**src/rtl/uart_defs.sv**
```systemverilog
// uart_defs: shared UART arbiter encodings and defaults
package uart_defs;
    localparam int UART_BYTE_W = 8;
    localparam int DEFAULT_TIMEOUT_CYCLES = 200000;
    typedef enum logic [1:0] {ARB_IDLE, ARB_GRANT, ARB_RELEASE} arb_state_t;
endpackage

```
**src/rtl/uart_tx_arbiter_if.sv**
```systemverilog
// uart_tx_arbiter_if: requester byte streams, grant and serializer handshake
interface uart_tx_arbiter_if import uart_defs::*; #(parameter int N_REQ = 4);
    logic [N_REQ-1:0]             req, req_valid, req_last, req_ready, grant;
    logic [UART_BYTE_W*N_REQ-1:0] req_byte;
    logic [UART_BYTE_W-1:0]       tx_byte;
    logic                         tx_start, tx_busy, timeout_err;
    modport master (output req, req_byte, req_valid, req_last, tx_busy,
                    input req_ready, grant, tx_byte, tx_start, timeout_err);
    modport slave (input req, req_byte, req_valid, req_last, tx_busy,
                   output req_ready, grant, tx_byte, tx_start, timeout_err);
endinterface

```
**src/rtl/rr_priority_pick.sv**
```systemverilog
// rr_priority_pick: round-robin search of req starting after last, one-hot plus index
module rr_priority_pick #(
    parameter int N_REQ = 4,
    parameter int IW = $clog2(N_REQ)
) (
    input  logic [N_REQ-1:0] req,
    input  logic [IW-1:0]    last,
    output logic [N_REQ-1:0] one_hot,
    output logic [IW-1:0]    idx
);
    int j;
    // Walk offsets from farthest to nearest so the nearest hit is written last.
    always_comb begin
        idx = '0;
        j = 0;
        for (int k = N_REQ; k >= 1; k--) begin
            j = (int'(last) + k) % N_REQ;
            if (req[IW'(j)]) idx = IW'(j);
        end
        one_hot = (|req) ? N_REQ'(1) << idx : '0;
    end
endmodule

```
**src/rtl/uart_tx_arbiter.sv**
```systemverilog
// uart_tx_arbiter: packet-granular round-robin sharing of one UART transmitter
// with a mid-packet stall watchdog.
module uart_tx_arbiter import uart_defs::*; #(
    parameter int N_REQ = 4,
    parameter int TIMEOUT_CYCLES = DEFAULT_TIMEOUT_CYCLES
) (
    input logic              clock,
    input logic              reset,
    uart_tx_arbiter_if.slave bus
);
    localparam int IW = $clog2(N_REQ);
    localparam int WW = $clog2(TIMEOUT_CYCLES + 1);
    arb_state_t       state;
    logic [IW-1:0]    g, last_grant, pick_idx;
    logic [N_REQ-1:0] pick_one_hot;
    logic [WW-1:0]    wdog;
    logic             idle, accept;
    assign idle = ~bus.tx_busy & ~bus.tx_start;
    assign bus.req_ready = bus.grant & {N_REQ{idle}};
    assign accept = (state == ARB_GRANT) && bus.req_valid[g] && bus.req_ready[g];
    rr_priority_pick #(.N_REQ(N_REQ)) u_pick (
        .req(bus.req), .last(last_grant), .one_hot(pick_one_hot), .idx(pick_idx)
    );
    always_ff @(posedge clock) begin
        if (reset) begin
            state           <= ARB_IDLE;
            bus.grant       <= '0;
            bus.tx_byte     <= '0;
            bus.tx_start    <= 1'b0;
            bus.timeout_err <= 1'b0;
            wdog            <= '0;
            g               <= '0;
            last_grant      <= IW'(N_REQ - 1);
        end else begin
            bus.tx_start    <= 1'b0;
            bus.timeout_err <= 1'b0;
            case (state)
                ARB_IDLE:
                    if (|bus.req) begin
                        bus.grant <= pick_one_hot;
                        g         <= pick_idx;
                        wdog      <= '0;
                        state     <= ARB_GRANT;
                    end
                ARB_GRANT:
                    // An accept always beats the watchdog expiring in the same cycle.
                    if (accept) begin
                        bus.tx_byte  <= bus.req_byte[g*UART_BYTE_W +: UART_BYTE_W];
                        bus.tx_start <= 1'b1;
                        wdog         <= '0;
                        if (bus.req_last[g]) state <= ARB_RELEASE;
                    end else if (wdog == WW'(TIMEOUT_CYCLES - 1)) begin
                        bus.timeout_err <= 1'b1;
                        bus.grant       <= '0;
                        last_grant      <= g;
                        state           <= ARB_IDLE;
                    end else if (idle) begin
                        wdog <= wdog + 1'b1;
                    end
                ARB_RELEASE:
                    if (idle) begin
                        bus.grant  <= '0;
                        last_grant <= g;
                        state      <= ARB_IDLE;
                    end
                default: state <= ARB_IDLE;
            endcase
        end
    end
endmodule
```
**src/flat_wrapper.sv**
```systemverilog
// flat-port wrapper written by rule: the top's interface ports become plain ports
module uart_tx_arbiter_flat import uart_defs::*;
#(
    parameter int N_REQ = 4,
    parameter int TIMEOUT_CYCLES = DEFAULT_TIMEOUT_CYCLES
)
  (clock, reset, bus_req, bus_req_byte, bus_req_valid, bus_req_last, bus_tx_busy, bus_req_ready, bus_grant, bus_tx_byte, bus_tx_start, bus_timeout_err);
  uart_tx_arbiter_if #(.N_REQ(N_REQ)) bus_i ();
  input logic clock;
  input logic reset;
  input wire logic [$bits(bus_i.req)-1:0] bus_req;
  input wire logic [$bits(bus_i.req_byte)-1:0] bus_req_byte;
  input wire logic [$bits(bus_i.req_valid)-1:0] bus_req_valid;
  input wire logic [$bits(bus_i.req_last)-1:0] bus_req_last;
  input wire logic [$bits(bus_i.tx_busy)-1:0] bus_tx_busy;
  output wire logic [$bits(bus_i.req_ready)-1:0] bus_req_ready;
  output wire logic [$bits(bus_i.grant)-1:0] bus_grant;
  output wire logic [$bits(bus_i.tx_byte)-1:0] bus_tx_byte;
  output wire logic [$bits(bus_i.tx_start)-1:0] bus_tx_start;
  output wire logic [$bits(bus_i.timeout_err)-1:0] bus_timeout_err;
  assign bus_i.req = bus_req;
  assign bus_i.req_byte = bus_req_byte;
  assign bus_i.req_valid = bus_req_valid;
  assign bus_i.req_last = bus_req_last;
  assign bus_i.tx_busy = bus_tx_busy;
  assign bus_req_ready = bus_i.req_ready;
  assign bus_grant = bus_i.grant;
  assign bus_tx_byte = bus_i.tx_byte;
  assign bus_tx_start = bus_i.tx_start;
  assign bus_timeout_err = bus_i.timeout_err;
  uart_tx_arbiter #(.N_REQ(N_REQ), .TIMEOUT_CYCLES(TIMEOUT_CYCLES)) u_core (.clock(clock), .reset(reset), .bus(bus_i));
endmodule
```
**config.mk**
```make
export PLATFORM = sky130hd
export DESIGN_NAME = uart_tx_arbiter_flat
export DESIGN_NICKNAME = d
export VERILOG_FILES = /design/src/rtl/uart_defs.sv /design/src/rtl/uart_tx_arbiter_if.sv /design/src/rtl/rr_priority_pick.sv /design/src/rtl/uart_tx_arbiter.sv /design/src/flat_wrapper.sv
export SDC_FILE = /design/constraint.sdc
export NUM_CORES = 1
export LEC_CHECK = 0
export ABC_AREA = 1
export BUFFER_PORTS_ARGS = -buffer_cell sky130_fd_sc_hd__buf_2
export CORE_MARGIN = 3
export CORE_UTILIZATION = 38
export CTS_CLUSTER_SIZE = 40
export DETAILED_ROUTE_END_ITERATION = 16
export GPL_TIMING_DRIVEN = 1
export MAX_ROUTING_LAYER = met4
export SLEW_MARGIN = 20
export SYNTH_ARGS = -nofsm -noshare
export SYNTH_HDL_FRONTEND = slang
export SYNTH_SLANG_ARGS = --single-unit
export TNS_END_PERCENT = 5
```
**constraint.sdc**
```tcl
create_clock -name clock -period 1.6 [get_ports clock]
set_clock_uncertainty 0.05 [all_clocks]
set_input_delay 0.08 -clock clock [delete_from_list [all_inputs] [get_ports clock]]
set_output_delay 0.08 -clock clock [all_outputs]
set_load 0.02 [all_outputs]
```
# == Word-level counts from Yosys, hierarchy flattened ==
# Cells that the tools add are included.
# word_totals
ff_bits,38
input_bits,47
out_inout_bits,18
wordCells,95
# classes
add_sub_neg,5
n_lt_le_gt_ge,5
eq_ne,11
shifts,2
n_mux,44
bitwise,5
reduce_logical,15
# ops
op,count
$mux W18,4
$pmux W18 S2,1
$shiftx A32 B6 Y8,1
$mux W2,12
$add A18 B1 Y18 const B,1
$eq A18 B18 Y1 const B,1
$lt A2 B4 Y1 const B,4
$mux W4,4
$bmux W1 S2,7
$mux W1,13
$pmux W4 S3,1
$reduce_and A4 Y1,3
$ne A3 B2 Y1 const B,2
$pmux W2 S3,1
$reduce_and A5 Y1,1
$add A2 B1 Y2 const B,2
$add A2 B2 Y2 const B,2
$and A4 B4 Y4,1
$ne A2 B1 Y1 const B,2
$ne A2 B2 Y1 const B,2
$pmux W2 S2,1
$reduce_and A2 Y1,2
$reduce_bool A2 Y1,2
$reduce_or A4 Y1,1
13 further kinds,16

# == Logic depth before layout (Yosys ltp) ==
# depth
word_depth,11
mapped_depth,12

# == Modules after synthesis ==
# A second synthesis with hierarchy kept.
# hier_totals
cells_unflattened,469
hier_area_um2,2776.4
# modules_own_cells
mod,n_inst,cells_per_inst,area_per_inst_um2,seq_area_each_um2
uart_tx_arbiter,1,409,2507.4,760.7
rr_priority_pick,1,60,269.0,0.0

# == Least setup slack after synthesis ==
# OpenSTA, ideal clock, no wires.
# synth_path
path_type,flip-flop to flip-flop
from,register u_core.wdog[0]
to,register u_core.wdog[16]
arrival_ps,1522
path_slack_ps,-88
stages_incl_launch_ff,12
n_path_buf,0
period_less_slack_ps,1688
path_cell_list,dfxtp_1 > ha_1 > nand2_1 > nor2_2 > nand2_1 > nor2_1 > nand2_1 > nor2_1 > xor2_1 > nor2_1 > nor2_1 > nor2_1
# synth_via
elab_chain_cells,5
elab_cells_between_ends,8
classes_between,add/sub: 1; eq/ne: 2; mux: 4; reduce/logical: 1
# synth_rtl
item,line,text
"start, declared",uart_tx_arbiter.sv:16,logic [WW-1:0] wdog;
"start signal, assigned",uart_tx_arbiter.sv:58,wdog <= wdog + 1'b1;
$add A18 B1 Y18,uart_tx_arbiter.sv:58,
$mux W18,uart_tx_arbiter.sv:57,end else if (idle) begin
$mux W18,uart_tx_arbiter.sv:52,end else if (wdog == WW'(TIMEOUT_CYCLES - 1)) begin
$mux W18,uart_tx_arbiter.sv:47,if (accept) begin
$pmux W18 S2,uart_tx_arbiter.sv:37,case (state)
# Parallel ways exist; a longest one is shown, timed or not. The select of a mux whose other input is x is not followed.
# A chain may end at the register's enable or synchronous reset.

# == Worst setup path after layout ==
# layout_path
from,register u_core.wdog[1]
to,register u_core.state[0]
# layout_via
elab_chain_cells,3
# layout_rtl
item,line,text
$eq A18 B18 Y1,uart_tx_arbiter.sv:52,
$ne A3 B2 Y1 (no line),-,
$reduce_and A4 Y1 (no line),-,
"end signal, assigned",uart_tx_arbiter.sv:51,if (bus.req_last[g]) state <= ARB_RELEASE;
"end signal, assigned",uart_tx_arbiter.sv:56,state <= ARB_IDLE;
"end signal, assigned",uart_tx_arbiter.sv:64,state <= ARB_IDLE;
"end, declared",uart_tx_arbiter.sv:13,arb_state_t state;
# No other way between the ends.

==> metrics.yaml <==
grt_max_degree: 22
fin_nets: 597
detail-route-antenna-nets: 0
multi_input_comb_area_um2: 1890
io_pins: 65
start_util_pct: 40.3
leakage_nw: 1.75
first_pass_iters: 4
fillers: 578
clockBufferDepth: 2
antenna_found_initial: 0
grt_pass1_wl_mm: 12.3
cp-start-kind: "flop"
synth_edf_count: 0
dp_hpwl_mm: 5.72
grt-ovfl-total: 0
reg2reg_to: "u_core.state[0]"
max_slew.worst_pin.slew_ps: 486
path_cells: "ha_4 > nand2_4 > nor2_4 > nand2_2 > inv_2 > nand3_2 > nand2_2 > inv_2 > nand2_1 > nand3_2 > o21bai_1 > nor2_1"
numCtsBuffers: 5
grt_usage_pct: 20.3
clkLatencyLatePin_ps: 300
ys_top_cells_by_area: "dfxtp_1, nand2_1, nor2_1"
yosys-top-cells-count: "nand2_1, nor2_1, inv_1, nand3_1, dfxtp_1"
synth_area_per_cell_um2: 6.06
fp.dieArea_um2: 7920
drc: 0
cts_tree: "done"
core_um2: 6490
yosysMostFrequentCell: "nand2_1"
synth_cell_types: 29
synthArstFlopShare_pct: 0
criticalPathCategory: "reg -> reg"
syn_inst: 432
period_share_pct: 106
reg2reg_depth: 12
fp.dieH_um: 89.0
ys_seq_area_share_pct: 29.0
area.growth.synth_to_final_pct: 50.4
fin_cells: 623
worstPathArrival_ps: 1830
yosysTopAreaCellShare_pct: 29.0
rows: 29
antenna_cells: 0
r2r_slack_ps: -90
routed_wl_mm: 8.41
hold_path_end: "u_core.bus.tx_byte[3]"
ys_warn_count: 0
fmax_mhz: 590
worst_hold_path.num_cells: 3
relSlewSlack_pct: 67.6
hold_buffers: 0
crit_family: "simple AND/OR/NAND/NOR gates"
synth_fp_nets: 484
critPathSlowestCell: "dfxtp_2"
clock-sinks: 38
final_area_um2: 3940
vias_per_cell: 5.07
synth_flop_cell: "dfxtp_1"
worstHoldStart: "bus_req_byte[27]"
hold_class: "in -> reg"
cp_max_fo: 4
slowest_delay_ps: 360
vias: 3160
cp.required_ps: 1730
cap_violations: 0
period_needed_ps: 1690
clk_pin_slew_ps: 70
regArea_um2: 774
io_buffers: 64
rsz0062_at_grt: "true"
placed_cells: 602
utilization_pct: 60.6
cp-end-kind: "flop"
powerDensity_nw_per_um2: 1600
finalSetupViolCount: 16
drive_gt1_share_pct: 40.3
die_w_um: 89.0
syn_area_um2: 2620
cp_num_buf_inv: 2
htree_levels: 2
r2r-start: "u_core.wdog[1]"
place_ws_ps: -161
place_area_um2: 3340
violations: "negative setup slack"
grt_pass1_vias: 2689
gp_congestion: 0.991
setup_ws_ps: -94.6
power_mw: 6.29
drv_slew: 0
synth-seq-cells: 38
wire_per_inst_um: 13.5
post-synth-top-area-cell: "dfxtp_1"
hold_viol: 0
drt_iter0_drc: 189
status: "complete, but fails checks"
ctsRootBufferMaster: "clkbuf_8"
vdd_ir_drop_max_mv: 0.680
-- where the power goes --
group | total, mW | internal (mW) | switching (mW)
Combinational | 4.22 | 1.78 | 2.44
Clock | 0.696 | 0.348 | 0.348
Sequential | 1.38 | 1.17 | 0.206
Total | 6.29 | 3.30 | 2.99
-- per-stage QoR --
step                      hold slack, ps  setup TNS [ps]
after floorplan                      199               0
after global placement               345            -729
after detailed placement             354           -2290
after CTS                           43.3            -885
after global routing                61.5           -2690
final                               52.1            -460
-- layer usage --
metal	vias to the layer above	global-route usage [%]	share of wire [%]
met2	112	30.3	46
met1	1407	28.1	45
li1	1633	-	-
met5	-	-	0
met3	8	3.96	7.1
met4	0	5.01	1.3
-- flip-flops by register name, indices dropped and copies added (netlist names) --
register	cells
u_core.g	2
u_core.wdog	18
u_core.bus.tx_start	1
u_core.bus.grant	4
u_core.bus.timeout_err	1
u_core.state	2
u_core.bus.tx_byte	8
u_core.last_grant	2
-- layout by cell type (no fill, tap or decap), types with 9 or more instances in the layout --
| cell | instances |
|---|---|
| nor2_1 | 56 |
| nand3_2 | 12 |
| nand2_1 | 77 |
| nor2_2 | 10 |
| nor3_1 | 13 |
| a21oi_1 | 14 |
| inv_1 | 39 |
| nand4_1 | 10 |
| nand2_2 | 12 |
| nand3_1 | 26 |
| inv_2 | 9 |
| buf_4 | 52 |
| buf_2 | 60 |
| xor2_1 | 10 |
| o21ai_0 | 28 |
| dfxtp_1 | 31 |
-- area by class of cell --
type | instances | area share, %
sequential | 38 | 19.7
inverter | 52 | 5.24
clock buffer | 7 | 2.19
timing repair inverter | 1 | 0.191
clock inverter | 1 | 0.127
tap | 77 | 2.45
timing repair buffer | 123 | 22.2
multi-input combinational | 324 | 47.9
-- kinds of logic after synthesis --
| kind of cell | count (synthesis) | synth area share, % |
|---|---|---|
| compound gates | 71 | 15.1 |
| buf+inv | 70 | 11.3 |
| xor+xnor | 10 | 3.34 |
| simple gates | 238 | 38.8 |
| fa+ha+maj | 5 | 2.39 |
| flops | 38 | 29.0 |
-- worst min-delay path, stage by stage --
cell and delay (ps):
buf_2 70, o21ai_0 60, a31oi_1 150
-- worst max-delay path by stage --
| stage | from | to | depth (start not counted) |
|---|---|---|---|
| 6_report | u_core.wdog[1] | u_core.state[0] | 12 |
| 5_1_grt | u_core.wdog[1] | u_core.state[0] | 12 |
| 4_1_cts | u_core.bus.tx_start | u_core.wdog[17] | 11 |
| 3_5_place_dp | u_core.state[0] | u_core.wdog[17] | 11 |
| 3_3_place_gp | u_core.g[0] | u_core.wdog[0] | 8 |
| 2_1_floorplan | u_core.state[0] | u_core.wdog[16] | 11 |
-- timing repair --
| item | in CTS | in global routing |
|---|---|---|
| gates resized for setup | 29 | 82 |
| buffers inserted | 4 | 8 |
| endpoints found under the setup margin | 34 | 41 |
| cloned | 1 | 3 |
| pin swaps | 7 | 29 |
Note: power is estimated with default switching activity, not from simulation.
